## src/rtl/selector41_pkg.sv

```systemverilog
// ---------------------------------------------------------------------------
// selector41_pkg
// Shared definitions for the 4-channel scanning selector:
//   state_t / IDLE / SCAN : controller state encoding
//   NUM_CH                : number of scanned channels
//   DWELL_W               : width of the dwell counter
//   chSel_t               : 2-bit channel code
//   nextLowChannel()      : round-robin search used by the skip-idle build
// ---------------------------------------------------------------------------
package selector41_pkg;

    localparam int NUM_CH  = 4;
    localparam int DWELL_W = 8;

    typedef logic [0:0] state_t;
    localparam state_t IDLE = 1'b0;
    localparam state_t SCAN = 1'b1;

    typedef logic [1:0] chSel_t;

    // First channel after cur (cur+1, cur+2, ... wrapping, cur itself last)
    // whose active-low line is asserted; plain +1 when no line is low.
    // Scanned from the farthest offset down so the nearest hit is kept.
    function automatic chSel_t nextLowChannel(input chSel_t cur,
                                              input logic [NUM_CH-1:0] ch);
        chSel_t cand;
        nextLowChannel = cur + 2'd1;
        for (int k = NUM_CH; k >= 1; k--) begin
            cand = cur + 2'(k);
            if (!ch[cand]) begin
                nextLowChannel = cand;
            end
        end
    endfunction

endpackage

```

## src/rtl/dwell_counter.sv

```systemverilog
// ---------------------------------------------------------------------------
// dwell_counter
// Counts 0..iTerm and wraps to 0; clear has priority over hold.
// Ports:
//   iClk   : clock, rising edge
//   iRst   : asynchronous active-high reset
//   iClr   : synchronous clear to 0
//   iHold  : freeze the count
//   iTerm  : terminal count value
//   oTerm  : high while the count equals iTerm
// ---------------------------------------------------------------------------
module dwell_counter
    import selector41_pkg::*;
(
    input  logic               iClk,
    input  logic               iRst,
    input  logic               iClr,
    input  logic               iHold,
    input  logic [DWELL_W-1:0] iTerm,
    output logic               oTerm
);

    logic [DWELL_W-1:0] count;

    assign oTerm = (count == iTerm);

    // NOTE: registered state uses non-blocking assignments so every flop
    // samples pre-edge values regardless of block evaluation order.
    always_ff @(posedge iClk or posedge iRst) begin
        if (iRst) begin
            count <= '0;
        end else if (iClr) begin
            count <= '0;
        end else if (!iHold) begin
            count <= oTerm ? '0 : count + DWELL_W'(1);
        end
    end

endmodule

```

## src/rtl/selector41_scan.sv

```systemverilog
// ---------------------------------------------------------------------------
// selector41_scan
// Scans four active-low channel lines, dwelling DWELL_CYCLES clocks on each,
// and forwards the selected line (one cycle late) on oZ.
// Build option: define SELECTOR41_SKIP_IDLE_EN to advance only to channels
// whose line is low (round robin); otherwise plain 0-1-2-3 rotation.
// Ports:
//   iClk            : clock, rising edge
//   iRst            : asynchronous active-high reset
//   iC0..iC3        : active-low channel lines, idle 1
//   iEn             : scan enable
//   iHold           : freeze the current slot
//   oZ              : registered selected line, idle 1
//   oS1, oS0        : current channel code (oS1 = MSB)
//   oSlot           : strobe on the last cycle of a slot
//   oFrame          : strobe on a slot end that closes a frame
// ---------------------------------------------------------------------------
module selector41_scan
    import selector41_pkg::*;
#(
    parameter int DWELL_CYCLES = 4
)
(
    input  logic iClk,
    input  logic iRst,
    input  logic iC0,
    input  logic iC1,
    input  logic iC2,
    input  logic iC3,
    input  logic iEn,
    input  logic iHold,
    output logic oZ,
    output logic oS1,
    output logic oS0,
    output logic oSlot,
    output logic oFrame
);

    localparam logic [DWELL_W-1:0] TERM = DWELL_W'(DWELL_CYCLES - 1);

    state_t            state;
    chSel_t            sel;
    chSel_t            nextSel;
    logic [NUM_CH-1:0] ch;
    logic              counting;
    logic              atTerm;
    logic              frameHit;

    assign ch = {iC3, iC2, iC1, iC0};

    // Dropping iEn ends the scan on the coming edge, so no strobe is
    // emitted in that cycle even if the count is terminal.
    assign counting = (state == SCAN) && iEn;
    assign oSlot    = counting && !iHold && atTerm;
    assign oFrame   = oSlot && frameHit;
    assign oS1      = sel[1];
    assign oS0      = sel[0];

`ifdef SELECTOR41_SKIP_IDLE_EN
    assign nextSel  = nextLowChannel(sel, ch);
    // A frame closes whenever the code fails to increase.
    assign frameHit = (nextSel <= sel);
`else
    assign nextSel  = sel + 2'd1;
    assign frameHit = (sel == 2'b11);
`endif

    dwell_counter uCounter (
        .iClk  (iClk),
        .iRst  (iRst),
        .iClr  (!counting),
        .iHold (iHold),
        .iTerm (TERM),
        .oTerm (atTerm)
    );

    always_ff @(posedge iClk or posedge iRst) begin
        if (iRst) begin
            state <= IDLE;
            sel   <= '0;
            oZ    <= 1'b1;
        end else if (!iEn) begin
            state <= IDLE;
            sel   <= '0;
            oZ    <= 1'b1;
        end else begin
            state <= SCAN;
            // Sample the line selected before this edge; sel is 0 in IDLE,
            // so the first SCAN cycle shows channel 0.
            oZ    <= ch[sel];
            if (oSlot) begin
                sel <= nextSel;
            end
        end
    end

endmodule

```

## config.mk

```make
export PLATFORM = sky130hd
export DESIGN_NAME = selector41_scan
export DESIGN_NICKNAME = d
export VERILOG_FILES = /design/src/rtl/selector41_pkg.sv /design/src/rtl/dwell_counter.sv /design/src/rtl/selector41_scan.sv
export SDC_FILE = /design/constraint.sdc
export NUM_CORES = 1
export LEC_CHECK = 0
export ABC_CLOCK_PERIOD_IN_PS = 3100
export CAP_MARGIN = 40
export CORE_AREA = 2 2 39 41
export CTS_CLUSTER_DIAMETER = 60
export DETAILED_ROUTE_END_ITERATION = 10
export DIE_AREA = 0 0 41 43
export PLACE_DENSITY_LB_ADDON = 0.05
export SYNTH_ARGS = -nofsm -noshare
export SYNTH_HDL_FRONTEND = slang
export SYNTH_SLANG_ARGS = --single-unit
```

## constraint.sdc

```tcl
create_clock -name iClk -period 3.1 [get_ports iClk]
set_input_delay 0.62 -clock iClk [delete_from_list [all_inputs] [get_ports iClk]]
set_output_delay 0.62 -clock iClk [all_outputs]
set_load 0.005 [all_outputs]
```

==> Word level (Yosys, flattened, before mapping) <==
Cells that the tools add are included.
{ "op_classes": {"addsub": 2, "eq_ne": 4, "mux": 9, "n_reduce_logical": 5, "order_cmp": 1} }
{ "op_table": {"columns": ["cell", "count"], "rows": [
  ["$mux W8", 3],
  ["$add A8 B1 Y8 const B", 1],
  ["$eq A8 B2 Y1 const B", 1],
  ["$logic_and A1 B1 Y1", 4],
  ["$mux W2", 2],
  ["$lt A2 B3 Y1 const B", 1],
  ["$mux W1", 3],
  ["$add A2 B1 Y2 const B", 1],
  ["$bmux W1 S2", 1],
  ["$eq A2 B2 Y1 const B", 1],
  ["$ne A2 B1 Y1 const B", 1],
  ["$ne A2 B2 Y1 const B", 1],
  ["$logic_not A1 Y1", 1]
]} }
{ "totals": {"regBits": 12, "input_bits": 8, "word_cells": 25, "output_inout_bits": 5} }

==> Depth between registers and ports, before layout <==
{ "logic_depth": {"depth_word": 5, "ltp_mapped": 6, "ltp_nobuf": 5} }

==> Modules after synthesis <==
A second synthesis with hierarchy kept.
{ "hier_totals": {"cells_unflattened": 73, "hier_area_um2": 738.2} }
{ "by_module_without_submodules": {"columns": ["module", "seq_area_each_um2", "cells_per_inst", "area_each_um2", "instances"], "rows": [
  ["dwell_counter", 200.2, 53, 521.8, 1],
  ["selector41_scan", 101.3, 20, 216.5, 1]
]} }

==> Worst setup path before layout <==
No wires, ideal clock.
{ "synth_path": {"kind": "input -> output", "startpoint": "in iHold", "endpoint": "out oFrame", "path_slack_ns": 1.283, "n_path_buf": 0, "required_time_ns": 2.480, "path_stages": 4, "arrival_ns": 1.197, "cell_sequence": "and3b_1 -> nand3_1 -> inv_1 -> and2_1"} }
{ "synth_between": {"elab_chain_len": 4} }
{ "synth_lines": {"columns": ["element", "line", "rtl"], "rows": [
  ["from (decl)", "selector41_scan.sv:31", "input logic iHold,"],
  ["$logic_not A1 Y1", null, null],
  ["$logic_and A1 B1 Y1 (2 in series)", "selector41_scan.sv:54", "assign oSlot = counting && !iHold && atTerm;"],
  ["named net oSlot", "selector41_scan.sv:35", "output logic oSlot,"],
  ["$logic_and A1 B1 Y1", "selector41_scan.sv:55", "assign oFrame = oSlot && frameHit;"],
  ["to (decl)", "selector41_scan.sv:36", "output logic oFrame"]
]} }
The timed path passes the listed nets, and every way through them passes these cells.

==> Final worst setup path <==
{ "layout_path": {"startpoint": "in iHold", "endpoint": "out oFrame"} }
{ "layout_between": {"elab_chain_len": 4} }
{ "layout_lines": {"columns": ["element", "line"], "rows": [
  ["$logic_not A1 Y1", null],
  ["$logic_and A1 B1 Y1 (2 in series)", "selector41_scan.sv:54"],
  ["$logic_and A1 B1 Y1", "selector41_scan.sv:55"]
]} }
No other way between the ends.

==> flow_summary.json <==
{
  "status": "finished clean",
  "yosysTopAreaCell": "dfrtp_1",
  "rows": 14,
  "gp_congestion": 0.769,
  "postCtsHoldBufs": 0,
  "area_delta_synth_final_pct": 24.5,
  "p_per_area_nw_per_um2": 351,
  "min_from": "uCounter.count[6]",
  "place_worst_setup_slack_ns": 0.348,
  "tightest_slew_ns": 0.473,
  "finalSetupViolCount": 0,
  "crit_path_max_fanout": 3,
  "drcViolationCount": 0,
  "hold_class": "reg -> reg",
  "r2r-start": "uCounter.count[0]",
  "grt_first_pass_wirelength_um": 1840,
  "yosys_warnings": 0,
  "drive_above_1_share_pct": 17.6,
  "worst-r2r-cell-count": 5,
  "post-cts-setup-buffers": 0,
  "rrSetupSlack_ns": 1.44,
  "start_util_pct": 47.9,
  "syn_avg_cell_area_sq_um": 11.4,
  "critical_path.cell_chain": "clkdlybuf4s50_1 > and3b_1 > nand3_1 > inv_1 > and2_1 > clkdlybuf4s50_1",
  "tns_ns": 0,
  "path_delay_family": "buffers and inverters",
  "dieArea_sq_um": 1760,
  "hold_path_depth": 1,
  "critPathMostFrequentCell": "clkdlybuf4s50_1",
  "cts_tree": "built",
  "synth_compound_area_share_pct": 14.2,
  "synth_xor_area_share_pct": 5.28,
  "worst_r2r_endpoint": "uCounter.count[5]",
  "cts.clk_slew.worst_paths_ns": 0.08,
  "ys_seq_elements": 12,
  "synth_top_family_by_area": "simple AND/OR/NAND/NOR gates",
  "synth_area_leaders": "dfrtp_1 42%, a22o_2 6.0%, ha_1 5.7%, nand3_1 4.5%, dfstp_2 4.0%",
  "antennaDiodeCount": 0,
  "rsz0062_at_grt": "false",
  "synth_top_area_share_pct": 41.5,
  "slew_headroom_pct": 68.4,
  "htreeDepth": 1,
  "min_to": "uCounter.count[6]",
  "syn_area_sq_um": 663,
  "drtIter0Drc": 8,
  "layout.cells.most_common_list": "12 x clkdlybuf4s50_1, 11 x dfrtp_1, 6 x nand3_1, 4 x a22o_2",
  "fmax_mhz": 365,
  "grt_max_degree": 13,
  "dr.pass1.iters": 4,
  "layout.nets": 86,
  "cp-start-kind": "input pin",
  "synth.distinct_cells": 27,
  "overflow": 0,
  "final_common_cell": "clkdlybuf4s50_1",
  "irDropWorstVdd_v": 0.000230,
  "antenna_found_initial": 0,
  "cp-end-kind": "primary output",
  "ant_nets": 0,
  "p_total_w": 0.000290,
  "ys_seq_area_share_pct": 45.5,
  "die_h_um": 43,
  "timing.hold.ws_ns": 0.521,
  "cap_violations": 0,
  "worstSetupPathType": "in -> out",
  "io_buffers": 12,
  "final-max-slew-violation-count": 0,
  "critPathBufInv": 3,
  "finalCritPeriodShare_pct": 88.3,
  "grt_pass1_vias": 429,
  "netlist_instances": 58,
  "critPathSlowestCell": "clkdlybuf4s50_1",
  "grtUsageTotal_pct": 15.6,
  "synthMuxAreaShare_pct": 6.60,
  "coreArea_sq_um": 1380,
  "wl_per_cell_um": 12.3,
  "leakagePower_nw": 0.378,
  "root_buffer": "clkbuf_4",
  "wl_um": 1110,
  "clkLatencyLatePin_ns": 0.27,
  "dr_total_vias": 477,
  "finClkSkew_ns": 0.00294,
  "cts_buffer_depth": 2,
  "cts.sinks": 12,
  "finalWorstSetupSlack_ns": 0.362,
  "viasPerCell": 5.30,
  "yosys.area_share.simple_pct": 20.0,
  "die_x_um": 41,
  "cts_buffers": 3,
  "cts_resized": 0,
  "ioPinCount": 13,
  "synth_fa_ha_area_share_pct": 5.66,
  "dpl.hpwl_um": 832,
  "critPathMaxStageDelay_ns": 0.49,
  "crit_required_ns": 2.48,
  "cp.arrival_ns": 2.12,
  "hold_violations": 0,
  "finalCriticalPeriod_ns": 2.74,
  "syn_nets": 69
}
==> worst max path at each step <==
stage | cells after the start | slack, ns | from | to
2_1_floorplan | 4 | 1.28 | iHold | oFrame
3_3_place_gp | 6 | 0.36 | iHold | oFrame
3_5_place_dp | 6 | 0.35 | iHold | oFrame
4_1_cts | 6 | 0.35 | iHold | oFrame
5_1_grt | 6 | 0.26 | iHold | oFrame
6_report | 6 | 0.36 | iHold | oFrame
==> logic make-up after synthesis <==
kind of cell | Yosys count
AND/OR/NAND/NOR | 21
AO/OA/AOI/OAI | 12
flip-flops | 12
XOR/XNOR | 4
buffers and inverters | 3
multiplexers | 3
adder cells (fa/ha/maj) | 3
==> synthesized netlist by cell type <==
cell type,n
a21boi_2,1
a21oi_1,2
a22o_2,4
a31oi_1,3
a41oi_1,1
and2_1,2
and3_1,2
and3b_1,1
buf_6,1
dfrtp_1,11
dfstp_2,1
ha_1,3
inv_1,2
mux2_2,1
mux2i_1,1
mux4_2,1
nand2_1,3
nand2b_1,1
nand3_1,6
nor2_1,1
nor2b_1,1
nor3_1,2
nor4b_4,1
o21ai_0,1
or2b_1,1
xnor2_1,3
xor2_1,1
==> routing by layer <==
metal	GRT usage, %	vias to the layer above	wire [um]
met5	0	-	0
met4	4.00	0	10
met3	6.28	2	37
met2	20.0	6	500
met1	24.1	225	559
li1	-	244	-
==> sequential cells by signal (all words and copies together), names as in the netlist <==
register,count
sel,2
uCounter.count,8
oZ,1
state,1
==> cell type report <==
type	instances	area, sq um
fillers	111	558
well taps	16	20.0
inverters	2	7.51
clock buffers	4	26.3
multi-input cells	43	343
flip-flops and latches	12	302
repair buffers	13	128
==> where the power goes <==
part	leakage [nW]	internal [W]	switching (W)
combinational	0.202	0.0000142	0.00000992
sequential	0.161	0.000159	0.00000222
clock	0.0150	0.0000499	0.0000545
==> stage by stage <==
step	cells	utilization, %	instance area (sq um)
floorplan	58	-	663
global placement	86	57.8	800
detailed placement	86	57.8	800
CTS	90	59.7	826
global route	90	59.7	826
finish	90	59.7	826
==> worst register-to-register path, cell delays in order, from the launching register on <==
cell	delay (ns)
dfrtp_1	0.43
ha_1	0.24
nor4b_4	0.14
a21boi_2	0.40
o21ai_0	0.18
a31oi_1	0.19
(Power assumes the default switching activity.)
